<file path="config.mk">
export PLATFORM = sky130hd
export DESIGN_NAME = mc_ctrl_seq
export DESIGN_NICKNAME = d
export VERILOG_FILES = /design/src/rtl/mc_ctrl_pkg.sv /design/src/rtl/mc_ctrl_decode.sv /design/src/rtl/mc_ctrl_seq.sv
export SDC_FILE = /design/constraint.sdc
export NUM_CORES = 1
export LEC_CHECK = 0
export BUFFER_PORTS_ARGS = -buffer_cell sky130_fd_sc_hd__buf_2
export CORE_MARGIN = 5
export CORE_UTILIZATION = 51
export CTS_BUF_LIST = sky130_fd_sc_hd__clkbuf_16
export DETAILED_ROUTE_END_ITERATION = 6
export GPL_TIMING_DRIVEN = 0
export PLACE_DENSITY = 0.85
export REMOVE_ABC_BUFFERS = 1
export SLEW_MARGIN = 30
export SYNTH_ARGS = -nofsm -noshare
export SYNTH_HDL_FRONTEND = slang
export SYNTH_SLANG_ARGS = --single-unit
</file>
<file path="constraint.sdc">
create_clock -name clk -period 2 [get_ports clk]
set_input_delay 0.2 -clock clk [delete_from_list [all_inputs] [get_ports clk]]
set_output_delay 0.2 -clock clk [all_outputs]
set_load 0.02 [all_outputs]
</file>
<file path="src/rtl/mc_ctrl_pkg.sv">
// mc_ctrl_pkg: shared definitions for the MiniCPU control sequencer.
//   - opcode encodings (4-bit, taken from the top of the instruction word)
//   - ALU operation encodings
//   - sequencer state enumeration
package mc_ctrl_pkg;

    localparam logic [3:0] OP_NOP       = 4'h0;
    localparam logic [3:0] OP_LDA       = 4'h1;
    localparam logic [3:0] OP_LDB       = 4'h2;
    localparam logic [3:0] OP_ALU_FIRST = 4'h4;   // alu_op 000
    localparam logic [3:0] OP_ALU_LAST  = 4'hA;   // alu_op 110
    localparam logic [3:0] OP_BEQ       = 4'hB;
    localparam logic [3:0] OP_STORE     = 4'hC;
    localparam logic [3:0] OP_BNE       = 4'hD;
    localparam logic [3:0] OP_HALT      = 4'hF;

    localparam logic [2:0] ALU_NONE     = 3'b000;
    localparam logic [2:0] ALU_CMP      = 3'b111;  // compare used by branches

    typedef enum logic [2:0] {
        ST_IDLE,
        ST_FETCH,
        ST_DECODE,
        ST_EXECUTE,
        ST_BRANCH,
        ST_HALTED
    } state_t;

endpackage

</file>
<file path="src/rtl/mc_ctrl_decode.sv">
// mc_ctrl_decode: combinational opcode decoder for the MiniCPU sequencer.
// Ports:
//   opcode   in  4  instruction opcode field
//   we_a     out 1  register A write
//   we_b     out 1  register B write
//   do_alu   out 1  ALU execute
//   alu_op   out 3  ALU operation (000 whenever do_alu is 0)
//   do_store out 1  store
//   is_beq   out 1  branch-if-zero instruction
//   is_bne   out 1  branch-if-not-zero instruction (only with the macro)
//   is_halt  out 1  HALT instruction
// Configuration: MINICPU_BRANCH_NE_EN enables opcode 1101 as BNE;
// otherwise it decodes as a NOP.
import mc_ctrl_pkg::*;

module mc_ctrl_decode (
    input  logic [3:0] opcode,
    output logic       we_a,
    output logic       we_b,
    output logic       do_alu,
    output logic [2:0] alu_op,
    output logic       do_store,
    output logic       is_beq,
    output logic       is_bne,
    output logic       is_halt
);

    always_comb begin
        we_a     = 1'b0;
        we_b     = 1'b0;
        do_alu   = 1'b0;
        alu_op   = ALU_NONE;
        do_store = 1'b0;
        is_beq   = 1'b0;
        is_bne   = 1'b0;
        is_halt  = 1'b0;
        if (opcode inside {[OP_ALU_FIRST:OP_ALU_LAST]}) begin
            do_alu = 1'b1;
            alu_op = 3'(opcode - OP_ALU_FIRST);
        end else begin
            case (opcode)
                OP_LDA:   we_a     = 1'b1;
                OP_LDB:   we_b     = 1'b1;
                OP_STORE: do_store = 1'b1;
                OP_HALT:  is_halt  = 1'b1;
                OP_BEQ: begin
                    is_beq = 1'b1;
                    do_alu = 1'b1;
                    alu_op = ALU_CMP;
                end
`ifdef MINICPU_BRANCH_NE_EN
                OP_BNE: begin
                    is_bne = 1'b1;
                    do_alu = 1'b1;
                    alu_op = ALU_CMP;
                end
`endif
                default: ;  // NOP and unassigned opcodes
            endcase
        end
    end

endmodule

</file>
<file path="src/rtl/mc_ctrl_seq.sv">
// mc_ctrl_seq: multi-cycle MiniCPU control sequencer.
// Fetches over a req/ack handshake, decodes the 4-bit opcode and issues
// one-cycle control pulses in EXECUTE; branches resolve in BRANCH from zero.
// Parameters: IW instruction width (>=5), PCW program-counter width.
// Ports:
//   clk, rst_n          clock (rising edge), async active-low reset
//   start               leave IDLE/HALTED and fetch at pc
//   imem_req/imem_addr  fetch request and address (held until ack)
//   imem_ack/imem_rdata instruction return
//   zero                ALU zero flag, sampled in BRANCH
//   we_a, we_b, alu_op, do_alu, do_store   datapath control pulses
//   pc, busy, halted, instr_cnt            status
// Configuration: define MINICPU_BRANCH_NE_EN to decode opcode 1101 as BNE.
import mc_ctrl_pkg::*;

module mc_ctrl_seq #(
    parameter int unsigned IW  = 8,
    parameter int unsigned PCW = 4
) (
    input  logic           clk,
    input  logic           rst_n,
    input  logic           start,
    output logic           imem_req,
    output logic [PCW-1:0] imem_addr,
    input  logic           imem_ack,
    input  logic [IW-1:0]  imem_rdata,
    input  logic           zero,
    output logic           we_a,
    output logic           we_b,
    output logic [2:0]     alu_op,
    output logic           do_alu,
    output logic           do_store,
    output logic [PCW-1:0] pc,
    output logic           busy,
    output logic           halted,
    output logic [15:0]    instr_cnt
);

    localparam int unsigned TW = IW - 4;  // branch target field width

    state_t         state, state_nx;
    logic [IW-1:0]  ir;
    logic [PCW-1:0] target;

    logic dec_we_a, dec_we_b, dec_do_alu, dec_do_store;
    logic dec_is_beq, dec_is_bne, dec_is_halt;
    logic [2:0] dec_alu_op;
    logic is_branch, taken;

    mc_ctrl_decode u_decode (
        .opcode   (ir[IW-1:IW-4]),
        .we_a     (dec_we_a),
        .we_b     (dec_we_b),
        .do_alu   (dec_do_alu),
        .alu_op   (dec_alu_op),
        .do_store (dec_do_store),
        .is_beq   (dec_is_beq),
        .is_bne   (dec_is_bne),
        .is_halt  (dec_is_halt)
    );

    // Target field resized to the pc width: truncated or zero-extended.
    generate
        if (TW >= PCW) begin : g_tgt_trunc
            assign target = ir[PCW-1:0];
        end else begin : g_tgt_zext
            assign target = {{(PCW - TW){1'b0}}, ir[TW-1:0]};
        end
    endgenerate

    assign is_branch = dec_is_beq | dec_is_bne;
    assign taken     = (dec_is_beq & zero) | (dec_is_bne & ~zero);

    always_ff @(posedge clk or negedge rst_n) begin
        if (!rst_n) begin
            state <= ST_IDLE;
        end else begin
            state <= state_nx;
        end
    end

    // Next state and outputs; controls depend on state and ir only.
    always_comb begin
        state_nx  = state;
        imem_req  = 1'b0;
        we_a      = 1'b0;
        we_b      = 1'b0;
        do_alu    = 1'b0;
        alu_op    = ALU_NONE;
        do_store  = 1'b0;
        busy      = 1'b1;
        halted    = 1'b0;
        imem_addr = pc;
        case (state)
            ST_IDLE: begin
                busy = 1'b0;
                if (start) state_nx = ST_FETCH;
            end
            ST_HALTED: begin
                busy   = 1'b0;
                halted = 1'b1;
                if (start) state_nx = ST_FETCH;
            end
            ST_FETCH: begin
                imem_req = 1'b1;
                if (imem_ack) state_nx = ST_DECODE;
            end
            ST_DECODE: begin
                state_nx = dec_is_halt ? ST_HALTED : ST_EXECUTE;
            end
            ST_EXECUTE: begin
                we_a     = dec_we_a;
                we_b     = dec_we_b;
                do_alu   = dec_do_alu;
                alu_op   = dec_alu_op;
                do_store = dec_do_store;
                state_nx = is_branch ? ST_BRANCH : ST_FETCH;
            end
            ST_BRANCH: begin
                state_nx = ST_FETCH;
            end
            default: state_nx = ST_IDLE;
        endcase
    end

    always_ff @(posedge clk or negedge rst_n) begin
        if (!rst_n) begin
            ir        <= '0;
            pc        <= '0;
            instr_cnt <= '0;
        end else begin
            case (state)
                ST_FETCH: begin
                    if (imem_ack) begin
                        ir <= imem_rdata;
                        pc <= pc + PCW'(1);
                    end
                end
                ST_DECODE: begin
                    if (dec_is_halt) instr_cnt <= instr_cnt + 16'd1;
                end
                ST_EXECUTE: begin
                    if (!is_branch) instr_cnt <= instr_cnt + 16'd1;
                end
                ST_BRANCH: begin
                    instr_cnt <= instr_cnt + 16'd1;
                    // Overrides the increment applied during FETCH.
                    if (taken) pc <= target;
                end
                default: ;
            endcase
        end
    end

endmodule

</file>
# Yosys cells after proc, flatten, opt, wreduce, memory -nomap -nowiden

Index checks and enable logic that the tools add are counted.

Output and inout bits: 34
Flip-flop bits (word level): 31
Input bits: 13

Reductions and logical operators: 9
Equal/unequal tests: 15
$lt $le $gt $ge: 2
Bitwise gates (word level): 1
Muxes and demuxes: 32
Add/subtract/negate cells: 3

Operators by type and width:

| cell                                                  | count |
|---|---|
| one-hot mux 16 bit (3 select lines)                   | 1 |
| two-way mux 16 bit                                    | 2 |
| two-way mux 3 bit                                     | 7 |
| two-way mux 1 bit                                     | 18 |
| adder 16 x 1 -> 16 bit, second input constant         | 1 |
| one-hot mux 3 bit (5 select lines)                    | 1 |
| == test 4 bit, second input constant                  | 3 |
| two-way mux 4 bit                                     | 2 |
| != test 2 bit, second input constant                  | 4 |
| one-hot mux 4 bit (2 select lines)                    | 1 |
| == test 3 x 2 -> 1 bit, second input constant         | 2 |
| == test 3 bit, second input constant                  | 2 |
| AND reduction 3 bit                                   | 2 |
| adder 4 x 1 -> 4 bit, second input constant           | 1 |
| == test 4 x 1 -> 1 bit, second input constant         | 1 |
| == test 4 x 2 -> 1 bit, second input constant         | 1 |
| >= comparator 4 x 3 -> 1 bit, second input constant   | 1 |
| less-or-equal comparator 4 bit, second input constant | 1 |
| AND reduction 2 bit                                   | 2 |
| == test 3 x 1 -> 1 bit, second input constant         | 1 |
| logical NOT 3 bit                                     | 1 |
| nonzero test 3 bit                                    | 1 |
| subtractor 3 bit, second input constant               | 1 |
| != test 2 x 1 -> 1 bit, second input constant         | 1 |
| other kinds (4)                                       | 4 |

# Logic depth before layout (Yosys ltp)

Gate-level depths: netlist of the first run.

Word-level depth: 6
Depth in mapped cells: 6

# Cells and area by module

Synthesis of the first run repeated with hierarchy kept, for this count alone.

Cells, all modules: 156
Area total of the unflattened synthesis: 1679.1 sq um

Modules (own cells, without submodules):

| module         | times used | area each (sq um) | cells each |
|---|---|---|---|
| mc_ctrl_seq    | 1          | 1600.3            | 143 |
| mc_ctrl_decode | 1          | 78.8              | 13 |

# Least setup slack after synthesis of the first run

No wires, ideal clock.

Path type: flip-flop to output port
Start point: reg state[2]
End point: out do_store
Buffers on the path: 1
Required time: 1.800 ns
Data arrival time: 1.525 ns
Path slack: 0.275 ns
Cell stages (with the launch flop): 5
Cell sequence: dfrtp_1 buf_2 nor2b_1 nand3_1 nor4_1

Cells in the longest elaborated chain, start to end: 2

RTL lines:

| item                   | line              | source |
|---|---|---|
| start, declared        | mc_ctrl_seq.sv:41 | `state_t state, state_nx;` |
| start signal, assigned | mc_ctrl_seq.sv:78 | `state <= state_nx;` |
| == test 3 x 2 -> 1 bit | mc_ctrl_seq.sv:94 | `case (state)` |
| two-way mux 1 bit      | mc_ctrl_seq.sv:94 |  |
| end, declared          | mc_ctrl_seq.sv:32 | `output logic do_store,` |

No other way between the ends.

# Worst setup path in the final report of the first run

Start point: reg state[0]
End point: reg instr_cnt[12]

Cells in the longest elaborated chain, start to end: 3

RTL lines:

| item                                                          | line               | source |
|---|---|---|
| == test 3 x 2 -> 1 bit or == test 3 bit (tied branches)       | mc_ctrl_seq.sv:132 | `case (state)` |
| != test 2 bit (no line) or nonzero test 3 bit (tied branches) | --                 |  |
| AND reduction 3 bit (no line)                                 | --                 |  |
| end signal, assigned                                          | mc_ctrl_seq.sv:140 | `if (dec_is_halt) instr_cnt <= instr_cnt + 16'd1;` |
| end signal, assigned                                          | mc_ctrl_seq.sv:143 | `if (!is_branch) instr_cnt <= instr_cnt + 16'd1;` |
| end signal, assigned                                          | mc_ctrl_seq.sv:146 | `instr_cnt <= instr_cnt + 16'd1;` |
| end, declared                                                 | mc_ctrl_seq.sv:36  | `output logic [15:0] instr_cnt` |

Several ways; a longest one is shown, not always the timed one.
A chain may end at the register's enable or synchronous reset.

==> results of run 1 <==
[state kept, by name, indices dropped and copies added (netlist names)]
register and flops:
instr_cnt 16, state 3, imem_addr 4, ir 8
[power breakdown]
group	internal (W)	total, W	switching (W)	leakage (nW)
Sequential	0.000836	0.00112	0.000288	0.391
Clock	0.000579	0.000842	0.000262	0.0812
Combinational	0.000487	0.00119	0.000702	0.577
[worst min-delay path by stage]
stage                       start      endpoint  slack, ns
floorplan                   rst_n  imem_addr[0]       -0.1
CTS                 imem_rdata[6]         ir[6]       0.13
global placement            rst_n         ir[6]       0.28
global route        imem_rdata[6]         ir[6]       0.15
detailed placement          rst_n         ir[6]       0.27
finish              imem_rdata[6]         ir[6]       0.13
[per-stage QoR]
| stage | instance area [µm²] | hold WS (ns) |
|---|---|---|
| final | 2050 | 0.126 |
| after global routing | 2050 | 0.151 |
| after detailed placement | 1870 | 0.273 |
| after global placement | 1870 | 0.276 |
| after CTS | 2050 | 0.126 |
| after floorplan | 1590 | -0.0956 |
[cells in the final DEF (no fill, tap or decap), types with 2 or more instances in the layout]
cell type	instances
dfrtp_1	30
nand2_1	10
mux2_2	8
and2_1	2
ha_1	2
nor2_1	9
nor3_1	4
o21ai_0	3
nor3_2	3
nand2b_1	3
a21oi_1	6
inv_1	3
nor4_1	4
nand3_1	11
buf_2	46
nand4_1	2
xor2_1	17
clkbuf_16	5
and3_1	4
nor3b_1	6
[layer usage]
layer / global-route usage / part of all wire / up-vias
met4: 0.0582 / 0.016 / 0
met1: 0.227 / 0.43 / 621
met5: 0 / 0 / -
met2: 0.315 / 0.49 / 41
met3: 0.0632 / 0.066 / 5
li1: - / - / 645
[final cells by class]
class	instances	area (µm²)
inverters	3	11.3
well taps	44	55.1
clock buffers	5	125
multi-input cells	112	807
repair buffers	47	240
flip-flops and latches	31	777
fillers	258	1050
clock inverters	3	38.8
[tightest hold or removal path, stage by stage]
cell	delay [ns]
buf_2	0.07
nand2_1	0.03
o21ai_0	0.05
[logic make-up after synthesis]
group | count (synthesis) | synth area share
buffers and inverters | 14 | 0.0533
muxes | 9 | 0.0631
DFF | 31 | 0.465
AOI/OAI and AO/OA | 17 | 0.0721
xor gates and xnor gates | 18 | 0.0946
and+or+nand+nor | 66 | 0.236
adders and majority gates | 2 | 0.0150
[timing repair]
action,CTS,global route
hold buffers,1,0
gates resized for setup,0,3
setup endpoints to repair,0,8
endpoints found under the hold margin,31,0
==> impl_results.md, run 1 <==
* Status: complete, no violations
* Final Util at 0.662
* Buf/Inv on CP at 0
* GP Congestion at 0.784
* Chip Width at 67.2 µm
* Synth-to-layout area growth at 23.3%
* VDD IR max at 0.744 mV
* Initial antenna violation count at 0
* Pwr dens at 1540 mW/mm²
* # clock sinks at 31
* Static Leak at 1.05 nW
* Max_slew headroom at 0.545
* Max capacitance violation total at 0
* Largest net degree at the start of global routing at 32
* Min-delay worst type: input pin to flop
* FF-to-FF Start: state[0]
* Global-route wire length before repair at 6330 µm
* Critical R2R Capture: instr_cnt[12]
* Worst-path cell chain: or3b_4 -> a211o_4 -> nor3_2 -> xor2_1
* First-pass detailed-route iteration total at 4
* Routed vias/inst at ~5.4
* Worst R2R Setup Slack at 0.13 ns
* Antenna-violating nets left at 0
* Drc violations at 0
* Capture point of the worst path: instr_cnt[12]
* Grt total ovfl at 0
* 1st-iter DRT viols at roughly 140
* Total GRT Usage at 0.188
* Clock Skew at 0.00447 ns
* Clock transition at path regs at ~0.05 ns
* Slowest-stage cell, CP: dfrtp_1
* Place WS at 0.0767 ns
* Worst-case clock buffer depth at 2
* Fin nets at roughly 220
* Post-synth EDFFs at 0
* Crit path depth at 4
* Worst Tran Pin Value at 0.682 ns
* Worst endpoint required time at 2.20 ns
* Setup TNS after final layout at 0 ns
* Unique masters post-synth at 40
* Post-Syn Area at 0.00167 mm²
* Core Rows at 20
* Worst-Skew Late Latency at 0.28 ns
* Sequential share of the synthesized area at 0.465
* Top cell type's share of synthesized area at 0.465
* Port buffer count at 46
* Flops & latches, synth at 31
* FF-to-FF path depth at 4
* Die height at ~67 µm
* # H-tree levels at 2
* Top FF cell, synth: dfrtp_1
* Routed vias at 1312
* Total power at 0.00316 W
* Arr. time, crit path at about 2.1 ns
* I/O Pins at 47
* Final HPWL DP at approximately 2500 µm
* WL final at about 3500 µm
* Min Tclk post-route at 1.87 ns
* Mapped Cells at 157
* Initial Util at 0.537
* Vias in the first global route at 1386
* Placed cell count at 236
* Synth top area cells: dfrtp_1 47%, xor2_1 8.9%, mux2_2 5.4%
* Critical path endpoint category: flop
* Synth warnings at 0
* Core area at 0.00310 mm²
* Top-count cell post-synth: dfrtp_1
* Routed WL per cell at 14.5 µm
* Asr flop ratio synth at 1.00
* RSZ-0062 raised after global routing: false
* Worst setup margin at between 0.1 and 0.15 ns
* Hold depth at 3
* Commonest cells in the netlist: 31 x dfrtp_1, 17 x xor2_1, 11 x nand3_1
* Fmax at 0.534 GHz
* Post-Layout Cell Count at 245
* CTS tree: yes
* Crit Path Class: flop to flop
* Slew Viols, Final at 0
* CP Launch Type: flop
* Fin. Hold Viols at 0
* Crit path from: state[0]
* Post-CTS Setup Repair Bufs at 0
* Root Driver: clkbuf_16
* Die area at 0.00451 mm²
* Setup violators final at 0
* Synth Area per Inst at 10.6 µm²
* Slowest Stage Delay on Critical Path at 0.52 ns
* Inserted Diodes at 0
* Final Cycle Share at 0.936
* Worst path top cell family by delay: simple AND/OR/NAND/NOR gates
* TritonCTS Buffers at 5
* Layout cell share with drive strength beyond 1 at 0.358
* Crit Path Max Fanout at 14
* Leading area contributor after synthesis: dfrtp_1
Power figures use the tool's default switching activity.
==> inputs of run 2 (changes only) <==
--- a/config.mk
+++ b/config.mk
@@ -5,13 +5,14 @@
 export SDC_FILE = /design/constraint.sdc
 export NUM_CORES = 1
 export LEC_CHECK = 0
-export BUFFER_PORTS_ARGS = -buffer_cell sky130_fd_sc_hd__buf_2
+export ABC_CLOCK_PERIOD_IN_PS = 2000
 export CORE_MARGIN = 5
-export CORE_UTILIZATION = 51
+export CORE_UTILIZATION = 61
 export CTS_BUF_LIST = sky130_fd_sc_hd__clkbuf_16
 export DETAILED_ROUTE_END_ITERATION = 6
+export DONT_BUFFER_PORTS = 1
 export GPL_TIMING_DRIVEN = 0
-export PLACE_DENSITY = 0.85
+export PLACE_DENSITY = 0.84
 export REMOVE_ABC_BUFFERS = 1
 export SLEW_MARGIN = 30
 export SYNTH_ARGS = -nofsm -noshare
==> impl_results.md, run 2 (synthesized netlist as in run 1, its figures left out) <==
* Layout cell share with drive strength beyond 1 at 0.186
* FF-to-FF Start: state[0]
* Most used routing layer: met2
* FF-to-FF path depth at 4
* Seq pwr share at 0.462
* Met3 usage in global routing at 0.0919
* I/O Pins at 47
* Worst-case hold path end point: ir[6]
* Slowest-stage cell, CP: or3b_1
* Total GRT Usage at 0.194
* Max_slew headroom at 0.539
* Die area at 0.00388 mm²
* CP Launch Type: flop
* Routed WL per cell at 18.6 µm
* Hold depth at 2
* M1 GR Usage at 0.228
* WL final at 3470 µm
* RSZ-0062 raised after global routing: true
* Leading cell type in the layout, fill and taps excluded: dfrtp_1
* Worst-Skew Late Latency at between 0.2 and 0.3 ns
* Clock Skew at between 0.002 and 0.003 ns
* # H-tree levels at 2
* Global-route wire length before repair at between 5000 and 6000 µm
* Net switching power at about 0.0012 W
* Drc violations at 0
* Arr. time, crit path at 2.15 ns
* Status: complete, no violations
* Core area at 0.00269 mm²
* Critical path endpoint category: flop
* Vias in the first global route at around 1.2k
* Initial Util at 0.620
* Pwr dens at around 1600 mW/mm²
* Port buffer count at 0
* Largest net degree at the start of global routing at 32
* Initial antenna violation count at 0
* Fin. Hold Viols at 0
* Worst Tran Pin Value at between 0.6 and 0.7 ns
* Routed vias at approximately 1.2k
* Crit Path Class: flop to flop
* Worst-path cell chain: or3b_1 -> a211o_4 -> nor3_2 -> xor2_1
* Comb pwr share at 0.290
* Chip Width at 62.3 µm
* Top reg by flops: instr_cnt
* Slowest Stage Delay on Critical Path at around 0.57 ns
* # clock sinks at 31
* Most frequent cells in the layout: 31 x dfrtp_1, 17 x xor2_1, 11 x nand3_1
* GP Congestion at 0.767
* Fmax at 0.511 GHz
* Die height at 62.3 µm
* Routed vias/inst at 6.30
* Grt total ovfl at 0
* Clk pwr share at 0.248
* Final Util at 0.680
* Sw Share at 0.429
* Root Driver: clkbuf_16
* Post-CTS Setup Repair Bufs at 0
* Final HPWL DP at between 2000 and 2500 µm
* Area after DPL at 0.00163 mm²
* Critical R2R Capture: instr_cnt[12]
* Worst endpoint required time at around 2.2 ns
* VDD IR max at 1.18 mV
* TritonCTS Buffers at 5
* Static Leak at 0.843 nW
* Post-layout instance area at between 0.0015 and 0.002 mm²
* Synth-to-layout area growth at 9.53%
* Slew Viols, Final at 0
* Setup violators final at 0
* 1st-iter DRT viols at 62
* Setup TNS after final layout at 0 ns
* First-pass detailed-route iteration total at 5
* Clock transition at path regs at roughly 0.050 ns
* Crit Path Max Fanout at 14
* Min-delay worst type: input pin to flop
* Core Rows at 19
* Min Tclk post-route at 1.96 ns
* Hold wc startpoint: imem_rdata[6]
* Fin Hold WS at 0.0600 ns
* Inserted Diodes at 0
* Worst R2R Setup Slack at 0.04 ns
* Antenna-violating nets left at 0
* Fin nets at 170
* Worst-case clock buffer depth at 2
* Final Cycle Share at 0.978
* Max capacitance violation total at 0
* M2 GR Usage at 0.306
* CTS tree: yes
* Internal power at 0.00165 W
* Max reg flops at 16
run 2: cell type report:
type	instances	area (µm²)
Sequential cell	31	776
Timing Repair Buffer	2	30.0
Inverter	3	11.3
Clock buffer	5	125
Fill cell	211	861
Clock inverter	3	15.0
Multi-Input combinational cell	112	830
Tap cell	31	38.8
run 2: repair_timing:
action / 4_1_cts / 5_1_grt
gates cloned: 0 / 0
hold buffers: 2 / 0
endpoints found under the setup margin: 5 / 8
resized for setup: 2 / 3
endpoints found under the hold margin: 31 / 0
run 2: power by group through the flow:
stage | Sequential, W | Clock [W] | Combinational [W]
3_5_place_dp | 0.00132 | 0 | 0.000800
4_1_cts | 0.00132 | 0.000735 | 0.000830
5_1_grt | 0.00138 | 0.000755 | 0.000941
6_report | 0.00133 | 0.000715 | 0.000837
3_3_place_gp | 0.00130 | 0 | 0.000755
2_1_floorplan | 0.00124 | 0 | 0.000677
run 2: worst max path at each step:
stage              from       endpoint  slack (ns)  cells after the start
2_1_floorplan  state[0]  instr_cnt[12]        0.24                      4
3_3_place_gp   state[1]       do_store        0.09                      3
3_5_place_dp   state[0]  instr_cnt[12]        0.06                      4
4_1_cts        state[1]           we_b       -0.08                      3
5_1_grt        state[2]   instr_cnt[3]       -0.07                      4
6_report       state[0]  instr_cnt[12]        0.04                      4
run 2: per-layer routing:
metal / vias up / wire length (µm)
met2: 45 / 1680
met4: 0 / 55
met5: - / 0
met3: 6 / 287
li1: 548 / -
met1: 580 / 1450
run 2: metrics by stage:
step                      total power [W]  instances  setup WS, ns
final                             0.00288        187        0.0443
after global routing              0.00307        187       -0.0718
after CTS                         0.00289        187       -0.0753
after detailed placement          0.00212        177        0.0576
after global placement            0.00205        177        0.0890
after floorplan                   0.00192        146         0.242
run 2: critical path: cells and delay by family (launching register included):
kind                      cells  cell delay [ns]
AOI/OAI and AO/OA             1             0.42
xor gates and xnor gates      1             0.17
DFF                           1             0.53
and+or+nand+nor               2             0.76
